--- src/rtl/vga_scan_controller.sv ---
`default_nettype none
// ============================================================================
// Module  : vga_scan_controller
// Brief   : VGA row/col scan generator with vblank-only frame-buffer write
//           arbitration. Define VGA_FRAME_COUNTER_EN to add frame_count[7:0].
// Revision: 1.0 - initial release
// ============================================================================
module vga_scan_controller #(
  parameter int H_ACTIVE = 640,
  parameter int H_TOTAL  = 800,
  parameter int V_ACTIVE = 480,
  parameter int V_TOTAL  = 525,
  parameter int CLK_DIV  = 1
) (
  input  logic       clk,
  input  logic       reset,
  output logic [9:0] row,
  output logic [9:0] col,
  output logic       pixel_tick,
  output logic       active,
  output logic       frame_start,
  input  logic       update_req,
  output logic       update_grant,
  input  logic       update_done,
`ifdef VGA_FRAME_COUNTER_EN
  output logic       update_overrun,
  output logic [7:0] frame_count
`else
  output logic       update_overrun
`endif
);

  localparam logic [9:0] c_h_active = 10'(H_ACTIVE);
  localparam logic [9:0] c_v_active = 10'(V_ACTIVE);
  localparam logic [9:0] c_h_last   = 10'(H_TOTAL - 1);
  localparam logic [9:0] c_v_last   = 10'(V_TOTAL - 1);
  localparam logic [9:0] c_v_pre    = 10'(V_ACTIVE - 1);
  localparam logic [1:0] c_div_last = 2'(CLK_DIV - 1);

  typedef enum logic [1:0] {
    S_IDLE  = 2'd0,
    S_WAIT  = 2'd1,
    S_GRANT = 2'd2
  } state_t;

  state_t     r_state;
  logic [1:0] r_div;
  logic [1:0] w_div_next;
  logic       w_line_end;
  logic       w_vblank_start;
  logic       w_frame_end;

  assign w_div_next     = (r_div == c_div_last) ? 2'd0 : r_div + 2'd1;
  assign w_line_end     = pixel_tick && (col == c_h_last);
  assign w_vblank_start = w_line_end && (row == c_v_pre);
  assign w_frame_end    = w_line_end && (row == c_v_last);
  assign active         = (row < c_v_active) && (col < c_h_active);

  // pixel_tick is decoded from the next divider value so it is high exactly
  // while the divider sits at CLK_DIV-1.
  always_ff @(posedge clk) begin
    if (reset) begin
      r_div       <= 2'd0;
      pixel_tick  <= 1'b0;
      frame_start <= 1'b0;
      row         <= 10'd0;
      col         <= 10'd0;
    end else begin
      r_div       <= w_div_next;
      pixel_tick  <= (w_div_next == c_div_last);
      frame_start <= w_frame_end;
      if (pixel_tick) begin
        if (col == c_h_last) begin
          col <= 10'd0;
          row <= (row == c_v_last) ? 10'd0 : row + 10'd1;
        end else begin
          col <= col + 10'd1;
        end
      end
    end
  end

  always_ff @(posedge clk) begin
    if (reset) begin
      r_state        <= S_IDLE;
      update_grant   <= 1'b0;
      update_overrun <= 1'b0;
    end else begin
      update_overrun <= 1'b0;
      case (r_state)
        S_IDLE: begin
          if (update_req) r_state <= S_WAIT;
        end
        S_WAIT: begin
          if (!update_req) begin
            r_state <= S_IDLE;
          end else if (w_vblank_start) begin
            r_state      <= S_GRANT;
            update_grant <= 1'b1;
          end
        end
        S_GRANT: begin
          // done takes priority over a coincident frame wrap
          if (update_done) begin
            r_state      <= S_IDLE;
            update_grant <= 1'b0;
          end else if (w_frame_end) begin
            r_state        <= S_IDLE;
            update_grant   <= 1'b0;
            update_overrun <= 1'b1;
          end
        end
        default: begin
          r_state      <= S_IDLE;
          update_grant <= 1'b0;
        end
      endcase
    end
  end

`ifdef VGA_FRAME_COUNTER_EN
  always_ff @(posedge clk) begin
    if (reset) begin
      frame_count <= 8'd0;
    end else if (w_frame_end) begin
      frame_count <= frame_count + 8'd1;
    end
  end
`endif

endmodule
`default_nettype wire

--- config.mk ---
export PLATFORM = sky130hd
export DESIGN_NAME = vga_scan_controller
export DESIGN_NICKNAME = d
export VERILOG_FILES = /design/src/rtl/vga_scan_controller.sv
export SDC_FILE = /design/constraint.sdc
export NUM_CORES = 1
export LEC_CHECK = 0
export ABC_AREA = 1
export CORE_UTILIZATION = 25
export CTS_CLUSTER_DIAMETER = 50
export CTS_CLUSTER_SIZE = 14
export DETAILED_ROUTE_END_ITERATION = 10
export PLACE_DENSITY_LB_ADDON = 0.15
export SLEW_MARGIN = 5
export SYNTH_ARGS = -nofsm -noshare
export SYNTH_HDL_FRONTEND = slang
export SYNTH_SLANG_ARGS = --single-unit
--- constraint.sdc ---
create_clock -name clk -period 2.3 [get_ports clk]
set_clock_uncertainty 0.05 [all_clocks]
set_input_delay 0.69 -clock clk [delete_from_list [all_inputs] [get_ports clk]]
set_output_delay 0.69 -clock clk [all_outputs]
set_load 0.03 [all_outputs]
# After elaboration in Yosys (flattened, before gate mapping)
# Index checks and enable logic that the tools add are counted.
# word_totals
register_bits,28
inputBits,4
# classes
addsub,3
n_lt_le_gt_ge,2
eq_ne,10
muxes,15
n_bitwise,2
n_reduce_logical,11
# ops
cell,count
"10-bit by 1-bit adder with 10-bit output, second input constant",2
"10-bit == test, second input constant",2
10-bit two-way mux,2
2-bit two-way mux,6
"10-bit by 9-bit == test with 1-bit output, second input constant",1
"10-bit < comparator, second input constant",1
"10-bit by 9-bit < comparator with 1-bit output, second input constant",1
2-bit zero test,3
"2-bit inequality test, second input constant",3
"3-bit inequality test, second input constant",2
2-bit case mux with 3 select lines,1
1-bit two-way mux,5
1-bit logical AND,4
4-bit AND reduction,1
1-bit case mux with 3 select lines,1
3-bit AND reduction,1
3-bit OR reduction,1
"2-bit by 1-bit adder with 2-bit output, second input constant",1
"2-bit by 1-bit == test with 1-bit output, second input constant",1
"2-bit == test, second input constant",1
1-bit NOT,2
2-bit AND reduction,1

# Longest topological paths before layout
# Gate-level depths: netlist (run 1).
# depth
word_depth,6
mapped_depth,11

# Worst setup path before layout (run 1)
# OpenSTA, ideal clock, no wires.
# synth_timing
path_type,reg-to-output
startpoint,register row[9]
endpoint,output port active
arrival_ns,1.462
t_required_ns,1.560
path_slack_ns,0.098
stages_incl_launch_ff,3
n_path_buf,0
cell_sequence,dfxtp_1 nor3_2 a211oi_1
# synth_via
elab_chain_len,2
# synth_rtl
element,line,rtl
"start, declared",17,"output logic [9:0] row,"
"start signal, assigned",75,row <= (row == c_v_last) ? 10'd0 : row + 10'd1;
10-bit by 9-bit < comparator with 1-bit output,57,assign active = (row < c_v_active) && (col < c_h_active);
1-bit logical AND,57,
"end, declared",20,"output logic active,"
# No other way between the ends.

# Worst setup path after layout (run 1)
# layout_timing
startpoint,register row[9]
endpoint,output port row[9]
# No word-level cell between the ends.

==> flow_metrics.tcl, run 1 <==
set metrics [dict create \
    remaining_drc_errors 0 \
    worstMarginPinSlew_ps 360.3 \
    placement.io_buffers 28 \
    max-cap-violations 0 \
    critical_path_class "reg -> out" \
    yosysTopAreaCell "sky130_fd_sc_hd__dfxtp_1" \
    worst-endpoint-arrival_ps 1500 \
    fin_worst_hold_slack_ps 410.6 \
    power.switching_fraction_pct 23.39 \
    synth_largest_type_area_fraction_pct 37.58 \
    synth_fp_nets 221 \
    unrepaired_setup_endpoints_after_global_routing "false" \
    final.period_utilization_pct 97.57 \
    fp.dieH_microns 79.24 \
    post_cts.repair.setup_buffers 0 \
    reg2reg_setup_slack_ps 590 \
    min-delay-path-class "reg -> reg" \
    diodes 0 \
    finalHoldViolations 0 \
    portion_of_total_power_attributed_to_sequential_cells_pct 60.3 \
    report.final.slew_viol_count 0 \
    final_estimated_routing_congestion_in_global_placement 0.7946 \
    cts.htree.levels 1 \
    leakagePower_nw 0.7360 \
    grt_pass1_vias 1297 \
    cp_num_buf_inv 1 \
    wl_per_cell_microns 11.76 \
    cts_repair_resize_count 0 \
    vias 1440 \
    floorplan.rows 27 \
    internal-power_mw 0.6327 \
    yosys-top-cells-area "sky130_fd_sc_hd__dfxtp_1 38%, sky130_fd_sc_hd__nand2_1 10%, sky130_fd_sc_hd__nor2_1 7.3%, sky130_fd_sc_hd__inv_1 6.3%, sky130_fd_sc_hd__a21oi_1 5.4%" \
    dr.first_iter.drc_count 62 \
    core_area_sq_um 5642 \
    setup_viol_count_final 0 \
    postPlaceCellArea_sq_um 1863 \
    power.density_nw_per_um2 433.7 \
    die_w_microns 79.24 \
    syn-instance-count 213 \
    synthArstFlopShare_pct 0 \
    synth_enable_flop_cells 0 \
    io-pin-count 29 \
    maxSlewHeadroom_pct 75.92 \
    worst_ir_drop_vdd_v 0.0001948 \
    grt_max_degree 15 \
    dieArea_sq_um 6279 \
    worstPathMaxFanout 6 \
    clk_transition_reported_paths_ps 100 \
    tns_ps 0 \
    mean_cell_area_of_the_mapped_netlist_sq_um 7.002 \
    first_pass_iters 4 \
    utilization_pct 33.75 \
    power.switching_mw 0.1931 \
    grt_overflow_total 0 \
    clk-insertion-delay-late_ps 270 \
    grt_pass1_wl_mm 6.141 \
    yosys_warns 0 \
    via_per_inst 4.557 \
    share_of_the_yosys_chip_area_belonging_to_registers_pct 37.58 \
    final_nets 254 \
    highest_clock_frequency_the_design_can_meet_mhz 445.6 \
    synth.lib_cells_used.distinct 29 \
    power.clock.fraction_pct 32.6 \
    drt-total-wl_mm 3.715 \
    tritoncts_num_sinks 28 \
    critical_path.top_delay_family "buffers and inverters" \
    mappedNetlistArea_sq_um 1491 \
    cts-root-buf "sky130_fd_sc_hd__clkbuf_8" \
    critical_path.startpoint_type "flop" \
    max-clock-path-buffers 2 \
    final.min_clock_period_ps 2244 \
    crit_path_cell_trace "clkdlybuf4s50_1" \
    final_cell_area_sq_um 1904 \
    ant_nets 0 \
    slowest_delay_ps 730 \
    critical_path.slowest_cell "sky130_fd_sc_hd__clkdlybuf4s50_1" \
    antenna_violations_before_repair 0 \
    cp-end-kind "output pin" \
    dominant_synthesized_flop_cell "sky130_fd_sc_hd__dfxtp_1" \
    area.growth.synth_to_final_pct 27.68 \
    critPathRequiredTime_ps 1560 \
    floorplan.initialDensity_pct 26.44 \
    status "complete, no violations" \
    final_layout_size_suffix_gt1_share_pct 10.66 \
    holdBufCountCts 0 \
    detailedPlacementHpwl_mm 2.854 \
    synthMostInstantiatedCell "sky130_fd_sc_hd__nand2_1" \
    synth_common_cells "41 x sky130_fd_sc_hd__nand2_1, 29 x sky130_fd_sc_hd__nor2_1, 28 x sky130_fd_sc_hd__dfxtp_1" \
    yosys_register_bits 28 \
    numCtsBuffers 3 \
    cts_tree "built" \
    comb_power_share_pct 7.1 \
    grt_util_all_layers_pct 12.56 \
]
## worst paths after layout
kind,from,endpoint,depth (start not counted)
hold / removal,update_grant,update_grant,2
setup reg to reg,col[0],row[9],7
hold reg to reg,update_grant,update_grant,2
setup / recovery,row[9],row[9],1
## power groups by stage
stage / clock network (mW) / logic [mW] / registers (mW)
CTS: 0.285 / 0.0592 / 0.499
floorplan: 0 / 0.0259 / 0.518
global route: 0.307 / 0.0651 / 0.500
global placement: 0 / 0.0586 / 0.510
detailed placement: 0 / 0.0588 / 0.510
finish: 0.269 / 0.0585 / 0.498
## stage by stage
step,instances,power [mW],setup WS (ps)
floorplan,213,0.5434,98.03
global placement,313,0.5685,380.9
CTS,316,0.8430,60.18
finish,316,0.8258,55.90
detailed placement,313,0.5685,360.8
global route,316,0.8721,19.25
## cells by family (layout without fill, tap and decap cells)
family / count (synthesis) / after routing / synth area share (%)
buffers and inverters: 33 / 64 / 8.557
AO/OA/AOI/OAI: 25 / 25 / 9.313
flip-flops: 28 / 28 / 37.58
AND/OR/NAND/NOR: 121 / 121 / 40.02
XOR/XNOR: 2 / 2 / 1.175
adder cells (fa/ha/maj): 4 / 4 / 3.356
## metal layers
| layer | share of wire (%) | vias to the layer above | global-route usage [%] |
|---|---|---|---|
| met5 | 0 | - | 0 |
| met4 | 0.65 | 0 | 3.273 |
| met3 | 3.8 | 2 | 2.069 |
| met2 | 44 | 32 | 19.40 |
| met1 | 52 | 648 | 17.90 |
| li1 | - | 758 | - |
## sequential cells by signal (all words and copies together), names as in the netlist
| register | flops |
|---|---|
| col | 10 |
| row | 10 |
| r_div | 2 |
| r_state | 2 |
| frame_start | 1 |
| pixel_tick | 1 |
| update_grant | 1 |
| update_overrun | 1 |
## layout by cell type, fill, tap and decap left out
cell,instances
sky130_fd_sc_hd__inv_2,6
sky130_fd_sc_hd__xor2_1,1
sky130_fd_sc_hd__ha_1,4
sky130_fd_sc_hd__inv_1,25
sky130_fd_sc_hd__o21ai_1,2
sky130_fd_sc_hd__nor2_8,1
sky130_fd_sc_hd__clkdlybuf4s50_1,27
sky130_fd_sc_hd__nand2_2,4
sky130_fd_sc_hd__clkbuf_8,3
sky130_fd_sc_hd__a211oi_1,3
sky130_fd_sc_hd__or2_2,1
sky130_fd_sc_hd__dfxtp_1,28
sky130_fd_sc_hd__or2_0,2
sky130_fd_sc_hd__nor2_4,1
sky130_fd_sc_hd__o22ai_1,1
sky130_fd_sc_hd__a21oi_1,16
sky130_fd_sc_hd__nand2_1,41
sky130_fd_sc_hd__a31oi_1,1
sky130_fd_sc_hd__nor3_1,7
sky130_fd_sc_hd__nand3_1,16
sky130_fd_sc_hd__nor3_2,2
sky130_fd_sc_hd__nand4_1,7
sky130_fd_sc_hd__nor2_2,2
sky130_fd_sc_hd__nand2_4,2
sky130_fd_sc_hd__nor2_1,29
sky130_fd_sc_hd__a31o_2,1
sky130_fd_sc_hd__nor3b_1,6
sky130_fd_sc_hd__o21ai_0,1
sky130_fd_sc_hd__xnor2_1,1
sky130_fd_sc_hd__buf_4,3
## cell type report
cell class	instances	area [sq um]
inverters	31	116.4
repair buffers	30	292.8
well taps	72	90.09
clock buffers	3	41.29
fillers	617	3737
flip-flops and latches	28	560.5
multi-input cells	152	803.3
(Power assumes the default switching activity.)
==> run 2: changes to the inputs <==
--- a/config.mk
+++ b/config.mk
@@ -10,7 +10,10 @@
 export CTS_CLUSTER_DIAMETER = 50
 export CTS_CLUSTER_SIZE = 14
 export DETAILED_ROUTE_END_ITERATION = 10
+export GPL_ROUTABILITY_DRIVEN = 0
+export MAX_ROUTING_LAYER = met4
 export PLACE_DENSITY_LB_ADDON = 0.15
+export SETUP_SLACK_MARGIN = 0.1
 export SLEW_MARGIN = 5
 export SYNTH_ARGS = -nofsm -noshare
 export SYNTH_HDL_FRONTEND = slang
==> run 2 against run 1 <==
Net effect: register-to-register slack about the same; sequential power about the same; die area unchanged; total power increased by 5.4%; cell area increased by 5.8%; global-route usage increased by 0.58 points; sequential cell count unchanged; final cell count increased by 3.5%; utilization increased by 2.0 points; non-clock buffer count increased by 10; critical path depth unchanged; first-iteration DRC count decreased by 35%; critical endpoint is now row[1].
==> flow_metrics.tcl, run 2 (synthesized netlist as in run 1, its figures left out) <==
set metrics [dict create \
    report.final.slew_viol_count 0 \
    final.setup.worst_slack_ps 179.9 \
    clk_transition_reported_paths_ps 100 \
    drt-total-wl_mm 3.637 \
    critical_path_class "reg -> out" \
    remaining_drc_errors 0 \
    diodes 0 \
    grt_pass1_vias 1331 \
    finalHoldViolations 0 \
    dieArea_sq_um 6279 \
    vias 1452 \
    final_cell_count_no_fill 327 \
    cts-root-buf "sky130_fd_sc_hd__clkbuf_8" \
    wl_per_cell_microns 11.12 \
    critical_path.top_delay_family "buffers and inverters" \
    grt_overflow_total 0 \
    critPathRequiredTime_ps 1560 \
    worstPathMaxFanout 5 \
    worst-endpoint-arrival_ps 1380 \
    final_nets 264 \
    placed_cells_incl_taps 323 \
    largest_registers "col x10, row x10" \
    holdBufCountCts 0 \
    clk-insertion-delay-late_ps 280 \
    fin_worst_hold_slack_ps 402.7 \
    status "complete, no violations" \
    final_layout_size_suffix_gt1_share_pct 14.90 \
    worstMarginPinSlew_ps 353.0 \
    floorplan.rows 27 \
    fp.dieH_microns 79.24 \
    numCtsBuffers 3 \
    grt_pass1_wl_mm 6.299 \
    tns_ps 0 \
    use_met3_pct 2.644 \
    cts_tree "built" \
    worst_ir_drop_vdd_v 0.0003723 \
    unrepaired_setup_endpoints_after_global_routing "false" \
    power.density_nw_per_um2 432.0 \
    leakagePower_nw 0.9766 \
    crit_path_cell_trace "clkdlybuf4s50_1" \
    area.growth.synth_to_final_pct 35.15 \
    core_area_sq_um 5642 \
    slowest_delay_ps 690 \
    cts.htree.levels 1 \
    highest_clock_frequency_the_design_can_meet_mhz 471.7 \
    io-pin-count 29 \
    detailedPlacementHpwl_mm 2.842 \
    fillCellCount 615 \
    via_per_inst 4.440 \
    grt_util_all_layers_pct 13.14 \
    cp-end-kind "output pin" \
    cp_num_buf_inv 1 \
    grt_max_degree 16 \
    max-clock-path-buffers 2 \
    layout_commonest_cell "sky130_fd_sc_hd__nand2_1" \
    ant_nets 0 \
    antenna_violations_before_repair 0 \
    tritoncts_num_sinks 28 \
    max-cap-violations 0 \
    most-common-layout-cells "41 x sky130_fd_sc_hd__nand2_1, 29 x sky130_fd_sc_hd__nor2_1, 28 x sky130_fd_sc_hd__dfxtp_1" \
    grt_busiest_layer "met2" \
    critical_path.slowest_cell "sky130_fd_sc_hd__clkdlybuf4s50_1" \
    grtUsageMet2_pct 20.69 \
    setup_viol_count_final 0 \
    grt_met1_usage_pct 17.39 \
    critical_path.startpoint_type "flop" \
    dr.first_iter.drc_count 40 \
    min-delay-path-class "reg -> reg" \
    maxSlewHeadroom_pct 76.41 \
    final.min_clock_period_ps 2120 \
    first_pass_iters 4 \
    die_w_microns 79.24 \
    place_worst_setup_slack_ps 152.8 \
    final.period_utilization_pct 92.18 \
    power_mw 0.8708 \
    floorplan.initialDensity_pct 26.44 \
    placement.io_buffers 28 \
]
## run 2: cell count changes in the layout (fill, tap and decap cells not counted), sizes merged
cell,previous run,this run
dlygate4sd2,0,2
clkbuf,3,5
buf,3,12
clkdlybuf4s50,27,16
dlymetal6s2s,0,9
## run 2: final timing paths
kind                 from            to  slack, ps  cells after the start
max reg2reg        col[0]        row[9]        600                      7
max                row[1]        row[1]        180                      1
min          update_grant  update_grant        400                      2
min reg2reg  update_grant  update_grant        400                      2
## run 2: where the power goes
group          total [mW]  switching [mW]  internal [mW]
Clock               0.314           0.160          0.153
Sequential          0.497         0.00583          0.491
Combinational      0.0598          0.0355         0.0243
Total               0.871           0.202          0.669
## run 2: worst register-to-register path, stage by stage, from the launching register on
cell and delay, ps:
sky130_fd_sc_hd__dfxtp_1 400, sky130_fd_sc_hd__ha_1 260, sky130_fd_sc_hd__inv_1 60, sky130_fd_sc_hd__nor2_1 140, sky130_fd_sc_hd__nand4_1 310, sky130_fd_sc_hd__inv_2 190, sky130_fd_sc_hd__nand4_1 120, sky130_fd_sc_hd__a21oi_1 130
## run 2: repair_timing
item | in CTS | in global routing
setup endpoints to repair | 3 | 10
pin swaps | 0 | 0
gates cloned | 0 | 0
buffers inserted | 0 | 0
resized for setup | 3 | 11
endpoints found under the hold margin | 0 | 0
## run 2: final cells by class
| type | instances | area [sq um] | share of cell area, % |
|---|---|---|---|
| Inverter | 31 | 116.4 | 5.773 |
| Clock buffer | 4 | 55.05 | 2.731 |
| Sequential cell | 28 | 560.5 | 27.81 |
| Tap cell | 72 | 90.09 | 4.469 |
| Multi-Input combinational cell | 152 | 808.3 | 40.10 |
| Timing Repair Buffer | 40 | 385.4 | 19.12 |
## run 2: stage by stage
step / area [sq um] / util [%]
2_1_floorplan: 1496 / -
6_report: 2016 / 35.73
5_1_grt: 2016 / 35.73
4_1_cts: 1997 / 35.40
3_5_place_dp: 1946 / 34.49
3_3_place_gp: 1946 / 34.49
## run 2: per-layer routing
metal  up-vias  part of all wire, %
li1        777                    -
met1       645                   52
met2        28                   44
met3         2                  3.8
met4         0                 0.63
met5         -                    0
==> patch, RTL diff (config.mk and constraints of run 1) <==
Encoding of `state_t`: now one-hot (3 bits for 3 states).
--- a/src/rtl/vga_scan_controller.sv
+++ b/src/rtl/vga_scan_controller.sv
@@ -39,6 +39,6 @@
 
-  typedef enum logic [1:0] {
-    S_IDLE  = 2'd0,
-    S_WAIT  = 2'd1,
-    S_GRANT = 2'd2
+  typedef enum logic [2:0] {
+    S_IDLE  = 3'b001,
+    S_WAIT  = 3'b010,
+    S_GRANT = 3'b100
   } state_t;
Function: same outputs for any inputs over 10 cycles, from zero or initial values and one cycle with reset high; not proved beyond that.
==> patch against run 1 <==
Sequential cell count is 1 higher; routed wire length grew 3.6%; worst setup slack gained 0.061 ns; synthesized cell count up 2.8%; highest routed layer unchanged; sequential share of layout area shrank 1.1 points; design area rose by 7.8%; area after synthesis grew 3.0%.
Power is not compared: it rests on default switching activity, and its combinational part moved more than twofold at a synthesized area within 25%.
==> patch: results (changes against run 1) <==
[status]
status=complete, no violations

[yosys]
synth-main-ff-cell=dfxtp_1
syn_inst=219  ; +2.8%
ys_top_cells_by_area=dfxtp_1 (38%), nor2_1 (9.0%), nand2_1 (8.8%), inv_1 (8.3%), nand3_1 (6.2%)
ys_async_sr_fraction=0  ; unchanged
ys_seq_area_frac=0.3779  ; +0.002011
synth_fp_nets=227  ; +2.7%
ys_top_cells_by_count=nor2_1 (37), nand2_1 (36), inv_1 (34)
ys_warn_count=0  ; unchanged
yosysUniqueCellTypes=29  ; unchanged

[route]
firstDrtPassIters=4  ; unchanged
avgRoutedWirePerCell_um=11.42  ; -2.8%
num_vias=1461  ; +1.5%
first_iter_violations=65  ; +4.8%
wirelength_um=3850  ; +3.6%

[worst_hold_path]
hold_end=update_grant
min_path_type=reg -> reg
min_delay_path_depth=2  ; unchanged
worstHoldStart=update_grant

[pwr]
max-vdd-ir-drop_v=0.0002433
leakagePower_uw=0.0008797

[global_routing]
grt_usage=0.1311  ; +0.005453
grt_max_degree=9  ; -6
grt_first_pass_wirelength_um=6396  ; +4.2%
antenna_found_initial=0  ; unchanged
grt_pass1_vias=1371  ; +5.7%

[clock_tree]
root_buffer=clkbuf_8
clock_latency_ns=0.27  ; about the same
cts_buffers=5  ; +2
h-tree-depth=2  ; +1
clockBufferDepth=2  ; unchanged
clkTransAtPathRegs_ns=0.06  ; -0.04 ns

[setup_path]
crit_path_end=row[5]
cpMaxStageDelayCell=clkdlybuf4s50_1
r2r-start=col[1]
startpoint=row[5]
crit_family=buffers and inverters
r2r_end=row[1]
cpPeakStageDelay_ns=0.67  ; -0.06 ns
ff2ff_setup_slack_ns=0.44  ; -0.15 ns
ff2ff_path_depth=6  ; -1
critical_path_peak_fanout=6  ; unchanged
worstPathArrival_ns=1.44  ; -0.06 ns

[sta]
worstMarginPinSlew_ns=0.3735  ; +0.01320 ns
whs_ns=0.4315  ; +0.02092 ns

[final_layout]
diodes=0  ; unchanged
reg_top3=col: 10 flops, row: 10 flops, r_state: 3 flops
fillers=664  ; +7.6%
fin_nets=270  ; +6.3%
final_layout_size_suffix_gt1_frac=0.1374  ; +0.03085

[placed_design]
place.gp.congestion=0.7853  ; -1.2%
port_buffers=28  ; unchanged
dp.cells=330  ; +5.4%
dp_hpwl_um=2970  ; +4.0%
dpl_cell_area_um2=1971  ; +5.8%

patch: changes by cell type after synthesis, sizes merged, moves of 4 or more:
cell	run 1	this run
a21oi	16	10
inv	31	37
nand2	47	41
nor2	33	39
nand3	16	20
nor3	9	13
patch: metal layers:
layer / wire (µm) / vias to the layer above / GRT usage
met4: 21 / 0 / 0.03214
met1: 1936 / 635 / 0.1735
met5: 0 / - / 0
met3: 206 / 2 / 0.04773
met2: 1686 / 34 / 0.2000
li1: - / 790 / -
patch: cell families (layout without fill, tap and decap cells):
logic type               after synthesis  after routing  share of synthesized area
XOR/XNOR                               1              1                   0.005701
flip-flops                            29             29                     0.3779
AO/OA/AOI/OAI                         14             14                    0.04968
adder cells (fa/ha/maj)                4              4                    0.03257
buffers and inverters                 39             82                     0.1002
AND/OR/NAND/NOR                      132            132                     0.4340
patch: repair_timing:
action / CTS / global route
buffers inserted: 0 / 0
endpoints found under the setup margin: 1 / 1
resized for setup: 1 / 3
cloned: 0 / 0
patch: metrics by stage:
stage,utilization,setup slack [ns]
after floorplan,-,0.2279
after global routing,0.3466,0.04060
after detailed placement,0.3328,0.1363
after global placement,0.3328,0.1417
final,0.3466,0.1174
after CTS,0.3472,0.1042
patch: cell type report:
type	count	area, µm²	share of cell area
clock buffers	7	86.33	0.04207
flip-flops and latches	29	580.6	0.2829
well taps	75	93.84	0.04573
inverters	37	138.9	0.06768
repair buffers	38	350.3	0.1707
multi-input cells	151	802.0	0.3909
patch: power breakdown:
part           switching [µW]  internal, µW  total (µW)  leakage (µW)
clock network             186           237         423     0.0000443
logic                     108          75.7         183      0.000600
registers                18.1           531         549      0.000235
patch: worst min-delay path, cell delays in order (launching register included):
cell     delay (ns)
dfxtp_1        0.33
nor2_1         0.05
nor2_1         0.07
